==> src/rtl/div_unit_pkg.sv <==
// Shared definitions for the EX-stage iterative divider: FSM states,
// handshake levels and the ALU op codes that select it.
package div_unit_pkg;

  typedef enum logic [1:0] {
    DivFree   = 2'b00,
    DivByZero = 2'b01,
    DivOn     = 2'b10,
    DivEnd    = 2'b11
  } div_state_e;

  localparam logic DivStart          = 1'b1;
  localparam logic DivStop           = 1'b0;
  localparam logic DivResultReady    = 1'b1;
  localparam logic DivResultNotReady = 1'b0;

  localparam logic [7:0] EXE_DIV_OP  = 8'b0001_1010;
  localparam logic [7:0] EXE_DIVU_OP = 8'b0001_1011;

  function automatic logic is_div_op(input logic [7:0] op);
    return (op == EXE_DIV_OP) || (op == EXE_DIVU_OP);
  endfunction

endpackage

==> src/rtl/div_unit.sv <==
// Radix-2 restoring divider, one quotient bit per cycle; returns
// {remainder, quotient} and holds it until the request is dropped.
module div_unit
  import div_unit_pkg::*;
#(
  parameter int unsigned WIDTH = 32
) (
  input  logic               clk,
  input  logic               rst,
  input  logic               start_i,
  input  logic               signed_i,
  input  logic [WIDTH-1:0]   opdata1_i,
  input  logic [WIDTH-1:0]   opdata2_i,
  input  logic               annul_i,
  output logic [2*WIDTH-1:0] result_o,
  output logic               ready_o,
  output logic               div_zero_o,
  output logic               busy_o
);

  localparam int unsigned CNT_W = $clog2(WIDTH + 1);

  div_state_e         state_q, state_d;
  logic [CNT_W-1:0]   cnt_q, cnt_d;
  logic [2*WIDTH:0]   work_q, work_d;
  logic [WIDTH-1:0]   dvsr_q, dvsr_d;
  logic               signed_q, signed_d;
  logic               sgn1_q, sgn1_d;
  logic               sgn2_q, sgn2_d;
  logic [2*WIDTH-1:0] result_q, result_d;
  logic               ready_q, ready_d;
  logic               dz_q, dz_d;

  logic               ge;
  logic [WIDTH:0]     diff;
  logic [2*WIDTH:0]   step;
  logic [WIDTH-1:0]   abs1, abs2, quot, rem;

  // Top working bit never sets; folding it into ge keeps the full register observed.
  always_comb begin
    ge   = work_q[2*WIDTH] | (work_q[2*WIDTH-1:WIDTH-1] >= {1'b0, dvsr_q});
    diff = work_q[2*WIDTH-1:WIDTH-1] - {1'b0, dvsr_q};
    if (ge) step = {diff, work_q[WIDTH-2:0], 1'b1};
    else    step = {work_q[2*WIDTH-1:0], 1'b0};
  end

  always_comb begin
    abs1 = (signed_i && opdata1_i[WIDTH-1]) ? ('0 - opdata1_i) : opdata1_i;
    abs2 = (signed_i && opdata2_i[WIDTH-1]) ? ('0 - opdata2_i) : opdata2_i;
    quot = (signed_q && (sgn1_q ^ sgn2_q)) ? ('0 - work_q[WIDTH-1:0]) : work_q[WIDTH-1:0];
    rem  = (signed_q && sgn1_q) ? ('0 - work_q[2*WIDTH-1:WIDTH]) : work_q[2*WIDTH-1:WIDTH];
  end

  always_comb begin
    state_d  = state_q;
    cnt_d    = cnt_q;
    work_d   = work_q;
    dvsr_d   = dvsr_q;
    signed_d = signed_q;
    sgn1_d   = sgn1_q;
    sgn2_d   = sgn2_q;
    result_d = result_q;
    ready_d  = ready_q;
    dz_d     = dz_q;

    unique case (state_q)
      DivFree: begin
        if (start_i == DivStart && !annul_i) begin
          signed_d = signed_i;
          sgn1_d   = opdata1_i[WIDTH-1];
          sgn2_d   = opdata2_i[WIDTH-1];
          if (opdata2_i == '0) begin
            state_d = DivByZero;
          end else begin
            dvsr_d  = abs2;
            cnt_d   = '0;
            work_d  = {{(WIDTH+1){1'b0}}, abs1};
            state_d = DivOn;
          end
        end
      end
      DivByZero: begin
        if (annul_i) begin
          state_d = DivFree;
        end else begin
          state_d  = DivEnd;
          result_d = '0;
          dz_d     = 1'b1;
          ready_d  = DivResultReady;
        end
      end
      DivOn: begin
        if (annul_i) begin
          state_d  = DivFree;
          result_d = '0;
          ready_d  = DivResultNotReady;
          dz_d     = 1'b0;
        end else if (cnt_q == CNT_W'(WIDTH)) begin
          state_d  = DivEnd;
          result_d = {rem, quot};
          ready_d  = DivResultReady;
          dz_d     = 1'b0;
        end else begin
          work_d = step;
          cnt_d  = cnt_q + CNT_W'(1);
        end
      end
      DivEnd: begin
        if (annul_i || start_i == DivStop) begin
          state_d  = DivFree;
          result_d = '0;
          ready_d  = DivResultNotReady;
          dz_d     = 1'b0;
        end
      end
      default: state_d = DivFree;
    endcase
  end

  always_ff @(posedge clk or negedge rst) begin
    if (!rst) begin
      state_q  <= DivFree;
      cnt_q    <= '0;
      work_q   <= '0;
      dvsr_q   <= '0;
      signed_q <= 1'b0;
      sgn1_q   <= 1'b0;
      sgn2_q   <= 1'b0;
      result_q <= '0;
      ready_q  <= 1'b0;
      dz_q     <= 1'b0;
    end else begin
      state_q  <= state_d;
      cnt_q    <= cnt_d;
      work_q   <= work_d;
      dvsr_q   <= dvsr_d;
      signed_q <= signed_d;
      sgn1_q   <= sgn1_d;
      sgn2_q   <= sgn2_d;
      result_q <= result_d;
      ready_q  <= ready_d;
      dz_q     <= dz_d;
    end
  end

  assign result_o   = result_q;
  assign ready_o    = ready_q;
  assign div_zero_o = dz_q;
  assign busy_o     = (state_q != DivFree);

endmodule

==> config.mk <==
export PLATFORM = sky130hd
export DESIGN_NAME = div_unit
export DESIGN_NICKNAME = d
export VERILOG_FILES = /design/src/rtl/div_unit_pkg.sv /design/src/rtl/div_unit.sv
export SDC_FILE = /design/constraint.sdc
export NUM_CORES = 1
export LEC_CHECK = 0
export CORE_ASPECT_RATIO = 0.8
export CORE_UTILIZATION = 40
export DETAILED_ROUTE_END_ITERATION = 12
export HOLD_SLACK_MARGIN = 0.12
export PLACE_DENSITY_LB_ADDON = 0.25
export REMOVE_ABC_BUFFERS = 1
export SLEW_MARGIN = 20
export SYNTH_ARGS = -nofsm -noshare
export SYNTH_HDL_FRONTEND = slang
export SYNTH_SLANG_ARGS = --single-unit
==> constraint.sdc <==
create_clock -name clk -period 2.93 [get_ports clk]
set_input_delay 0.586 -clock clk [delete_from_list [all_inputs] [get_ports clk]]
set_output_delay 0.586 -clock clk [all_outputs]
set_load 0.02 [all_outputs]
* Word-level counts from Yosys, hierarchy flattened *
Cells that the tools add are included.

word-level totals
  register bits = 174
  bits in latches = 0
  memory bits (writable) = 0
  memory bits (read-only) = 0
  input bits = 69
  output and inout port bits = 67
  logic and storage cells = 84
  memories = 0

cells by class
  add/subtract/negate cells = 6
  multiply operators = 0
  divide/modulo/power cells = 0
  order comparisons = 1
  equality and inequality tests = 11
  shift-type cells = 0
  multiplexer cells = 35
  bitwise operators = 4
  reduce and logical (&&, ||, !) cells = 17

operators by type and width
  operator                                           count
  two-way mux 65 bit                                 5
  two-way mux 64 bit                                 4
  one-hot mux 64 bit (3 select lines)                1
  one-hot mux 65 bit (2 select lines)                1
  two-way mux 32 bit                                 4
  subtractor 1 x 32 -> 32 bit, first input constant  4
  greater-or-equal comparator 33 x 32 -> 1 bit       1
  subtractor 33 x 32 -> 33 bit                       1
  zero test 32 bit                                   1
  two-way mux 6 bit                                  4
  two-way mux 2 bit                                  6
  != test 2 bit, second input constant               6
  one-hot mux 6 bit (2 select lines)                 1
  one-hot mux 2 bit (4 select lines)                 1
  adder 6 x 1 -> 6 bit, second input constant        1
  == test 6 bit, second input constant               1
  two-way mux 1 bit                                  6
  one-hot mux 1 bit (3 select lines)                 2
  AND reduction 3 bit                                2
  logical AND 1 bit                                  5
  AND reduction 5 bit                                1
  == test 2 bit, second input constant               2
  AND reduction 4 bit                                1
  nonzero test 2 bit                                 2
  10 further kinds                                   11

* Longest topological paths before layout *
  word-level depth = 6
  depth in mapped cells = 14
  mapped depth without buffers = 13

* Least setup slack after synthesis *
No wires, ideal clock.

  path type = register to register
  start = register work_q[34]
  end = register work_q[53]
  setup time = 126 ps
  arrival time = 2885 ps
  path slack = -81 ps
  stages on the path, launching flop included = 13
  path through = dfrtp_1 -> ha_1 -> a21o_1 -> a21oi_1 -> a211oi_1 -> nor3_2 -> a21oi_1 -> o2111ai_1 -> a211o_1 -> buf_2 -> nand2_1 -> buf_2 -> a221o_1

between the ends
  cells in the longest elaborated chain, start to end = 6

ends and longest elaborated chain
  item                                          line             source
  from (decl)                                   div_unit.sv:25   logic [2*WIDTH:0] work_q, work_d;
  from (signal assigned)                        div_unit.sv:135  work_q <= work_d;
  greater-or-equal comparator 33 x 32 -> 1 bit  div_unit.sv:41   ge = work_q[2*WIDTH] | (work_q[2*WIDTH-1:WIDTH-1] >= {1'b0, dvsr_q});
  bitwise OR 1 bit                              div_unit.sv:41
  two-way mux 65 bit (*)                        div_unit.sv:43   if (ge) step = {diff, work_q[WIDTH-2:0], 1'b1};
  two-way mux 65 bit (*)                        div_unit.sv:98   end else if (cnt_q == CNT_W'(WIDTH)) begin
  two-way mux 65 bit (*)                        div_unit.sv:93   if (annul_i) begin
  one-hot mux 65 bit (2 select lines) (*)       div_unit.sv:66   unique case (state_q)

Every way passes the cells marked *; elsewhere a longest branch is shown, timed or not. The select of a mux whose other input is x is not followed.
A chain may end at the register's enable or synchronous reset.

* Final worst setup path *
  start = register work_q[31]
  end = register work_q[62]

The elaborated chain is that of the path after synthesis.

==> results.txt <==
The flow ran to the end, but the final reports show violations. The checks that failed: DRC, setup timing. The cell-internal power is 7.98 mW. After routing, the total negative slack on setup checks comes to -0.0390 ns. The horizontal die dimension came out at between 150 and 200 um.

The cell at the root of the clock tree is clkbuf_16. The flip-flop cell with the highest count after synthesis is dfrtp_1. For this design, the slowest cell found on the critical path is dfrtp_1.

After clock tree synthesis, the clock-pin slew on the worst setup and hold paths is around 0.07 ns. The count of max-cap constraint violations came out at 0. Based on the critical path, the design can be clocked at up to around 0.34 GHz. The synthesized netlist cell count is 1425.

The data required time at the worst endpoint is between 3 and 4 ns. The number of antenna repair diodes came out at 0. The initial detailed-routing violation count is 990. For this design, the CTS-stage hold fixing added 0 buffers. The clock latency reported for the late side of the worst-skew pair came out at ~0.45 ns. The share of the clock period used by the worst path came out at 101%. Buffers placed on the I/O ports in this run total 135.

After floorplanning, the core was divided into 55 placement rows. The die outline height came out at 155 um. For this run, the total global-route usage over all layers was measured as between 20 and 25%.

The worst hold slack came out at roughly 0.15 ns. The sum of overflow across all layers after global routing is 0. The stage delay of the slowest cell on the critical path came out at between 0.3 and 0.4 ns. The cell area after layout is 16500 sq um. The total die area is ~30000 sq um. After detailed routing, the average wire length per cell comes to approximately 18 um. The detailed placer's ending HPWL is around 26 mm. In the final layout, the share of cells above drive strength 1 is about 22%.

STA classifies the critical path startpoint as a flop. After the last flow step, the layout net total stands at around 1800. At the pin with the least slew margin, the transition time is 1.05 ns.

The category of cells accounting for the largest share of critical-path delay is compound AO/OA/AOI/OAI gates. The global-route wire length before repair is between 50 and 60 mm. The total power of the final layout is roughly 14 mW. The post-route DRC violation count came out at 6. The final hold violation count came out at 0. The clock sink count came out at 174.

The via total after detailed routing is 11751. The share of total power in sequential cells is around a quarter. The initial antenna violation count is 0. In this run the deepest clock path goes through 2 buffers.

The switching power of the nets came out at approximately 6.3 mW. Data arrives at the worst endpoint at about 3.3 ns. The maximum level of the CTS H-tree is 4. about 140 I/O pins were placed. The mean post-synth cell area came out at around 8.2 sq um. In this run, synthesis produced a sequential element count of roughly 170. Once routing completed, OpenROAD measured the worst setup slack at -0.0194 ns. The maximum fanout along the worst path came out at 4.

The minimum clock period came out at about 2.9 ns. The critical path goes through inv_2 -> ha_4 -> inv_2 -> fa_2 -> a211oi_2 -> o211ai_1 -> a22o_1 -> o21ai_2 -> o21ai_4 -> a31oi_2 -> xor2_1 -> nor2_1 -> a221o_1. The filler-free cell count of the finished design is 2119. TritonCTS built the clock tree. The share of total power dissipated in combinational logic is between 50% and 60%.

The switching part of the total is approximately 44%. During synthesis, Yosys emitted a total of 0 warnings. The buffering stage count on the worst path with inverters included is 2. The clock network fraction of total power came out at 16.3%. The per-cell via count in the routed design came out at 5.55. The TritonCTS buffer count is 17. The growth of design area from synthesis to finish came out at 40.7%.

The power density normalized to cell area is around 860 nW/um^2. Counting flops with a built-in enable in the synthesized netlist gives 0. The post-detailed-route count of antenna-violating nets is 0. The clock skew after layout came out at roughly 0.014 ns.

OpenSTA, run right after detailed placement, puts the worst setup slack at -0.615 ns. The distinct cell type count of the synthesized netlist came out at 71. Entering global routing, the biggest net connects roughly 110 pins. The number of global-route vias before repair is 11214. The start-to-end type of the worst setup path is reg -> reg.

The kind of end point of the critical path is a flop. IR analysis of the VDD net gives a maximum drop of around 0.49 mV. The number of cells in the design after placement came out at 2058. The tightest slew margin relative to the limit is a little under a third. The mapped netlist covers between 10000 and 15000 sq um. Setup repair after global routing could not meet its margin everywhere. The final core area utilization came out at about 58%. The async set-or-reset flop fraction in the synthesized netlist is 100%.

The dominant cell type by count on the critical path is inv_2. The pre-antenna-repair detailed-routing pass consisted of 10 iterations. The initial core utilization is about two fifths. For this design the static power due to leakage is 7.29 nW. Setup violations remaining at the end of the flow were counted as 4. The fraction of the yosys area taken by sequential cells is 37.1%.

After detailed routing, the total wire length is ~37 mm. The core region is roughly 29000 sq um. The worst hold path class is in -> async.

At the end of routability-driven placement, the weighted congestion stood at roughly 0.90. The number of pins with negative max-slew slack in the final report is 0. The placed instance area is approximately 15000 sq um.
power groups by stage:
| stage | Clock, mW | Combinational [mW] | Sequential [mW] |
|---|---|---|---|
| after floorplan | 0 | 4.00 | 3.92 |
| after global placement | 0 | 7.24 | 3.71 |
| after detailed placement | 0 | 7.37 | 3.73 |
| after CTS | 2.36 | 7.60 | 3.70 |
| after global routing | 2.46 | 8.98 | 3.81 |
| final | 2.33 | 8.23 | 3.71 |
final cells by class:
type | count | area (sq um)
fillers | 2478 | 12100
multi-input cells | 1109 | 7390
flip-flops and latches | 174 | 4360
repair buffers | 377 | 3500
well taps | 370 | 463
clock buffers | 20 | 447
inverters | 57 | 214
clock inverters | 12 | 134
layout by cell type, fill, tap and decap left out, types with 9 or more instances in the layout:
cell type / netlist / final
a21o_1: 21 / 21
a21oi_1: 108 / 101
a221o_1: 18 / 18
and3_1: 20 / 19
buf_12: 0 / 15
buf_4: 0 / 206
buf_6: 1 / 17
clkbuf_16: 0 / 21
clkdlybuf4s50_1: 0 / 126
dfrtp_1: 174 / 173
ha_1: 43 / 31
ha_4: 0 / 11
inv_1: 56 / 51
nand2_1: 205 / 202
nand3_1: 34 / 31
nand4_1: 9 / 9
nor2_1: 85 / 82
nor3_1: 45 / 34
nor3_4: 1 / 9
o211ai_1: 10 / 10
o21ai_0: 172 / 165
o31ai_1: 40 / 37
or3_1: 15 / 15
or4_1: 13 / 12
xnor2_1: 73 / 72
xor2_1: 72 / 72
kinds of logic after synthesis:
kind of cell,after synthesis,share of synthesized area [%]
buf+inv,142,5.00
mux,6,0.555
flops,174,37.1
compound gates,437,22.7
fa+ha+maj,44,4.76
xor+xnor,145,10.8
simple gates,477,19.1
synth_stat cells, types with 4 or more instances:
master	count	area, sq um
or4_1	13	97.6
clkbuf_1	62	233
xor2_1	72	631
and2_1	9	56.3
o31ai_1	40	300
a22o_1	6	52.6
nor3_1	45	225
ha_1	43	538
xnor2_1	73	639
nor4_1	6	37.5
nor3b_1	5	37.5
a21oi_1	108	541
a211oi_1	6	45.0
o21ai_0	172	861
inv_1	56	210
nand2_1	205	769
dfrtp_1	174	4350
nor2_1	85	319
mux2_2	4	45.0
and3_1	20	125
a31oi_1	10	62.6
o211ai_1	10	75.1
nand4_1	9	56.3
o21bai_1	5	37.5
o21ai_1	4	20.0
or3_1	15	93.8
nand3_1	34	170
nor2b_1	6	37.5
nand2b_1	5	31.3
a21o_1	21	158
a221o_1	18	180
o41ai_1	7	61.3
buf_2	15	75.1
final timing paths:
path	from	to	slack [ns]	depth (start not counted)
setup / recovery	work_q[31]$_DFFE_PN0P_	work_q[62]$_DFFE_PN0P_	-0.02	13
hold / removal	rst	dvsr_q[2]$_DFFE_PN0P_	0.15	1
setup reg to reg	work_q[31]$_DFFE_PN0P_	work_q[62]$_DFFE_PN0P_	-0.02	13
hold reg to reg	result_o[20]$_DFFE_PN0P_	result_o[20]$_DFFE_PN0P_	0.48	2
max in group asynchronous	rst	result_o[63]$_DFFE_PN0P_	2.04	2
min in group clk	result_o[20]$_DFFE_PN0P_	result_o[20]$_DFFE_PN0P_	0.48	2
metal layers:
layer	track usage [%]	vias to the layer above	wire length [um]	share of wire [%]
met1	33.9	5712	17500	47
met2	38.2	324	16900	45
met4	8.65	0	875	2.3
met5	0	-	0	0
met3	3.45	48	2040	5.5
li1	-	5667	-	-
worst reg2reg max path: stages, from the launching register on:
cell	delay (ns)
dfrtp_1	0.39
inv_2	0.13
ha_4	0.16
inv_2	0.03
fa_2	0.34
a211oi_2	0.24
o211ai_1	0.17
a22o_1	0.28
o21ai_2	0.23
o21ai_4	0.11
a31oi_2	0.19
xor2_1	0.21
nor2_1	0.06
a221o_1	0.29
registers in the layout, indices dropped and copies added (netlist names):
register,cells
dvsr_q,32
cnt_q,6
result_o,64
state_q,2
signed_q,1
work_q,65
div_zero_o,1
sgn2_q,1
sgn1_q,1
ready_o,1
timing repair:
item / in CTS / in global routing
setup buffers: 11 / 16
pin swaps: 19 / 49
gates resized for setup: 39 / 118
setup endpoints to repair: 78 / 112
gates cloned: 1 / 5
Note: power is estimated with default switching activity, not from simulation.
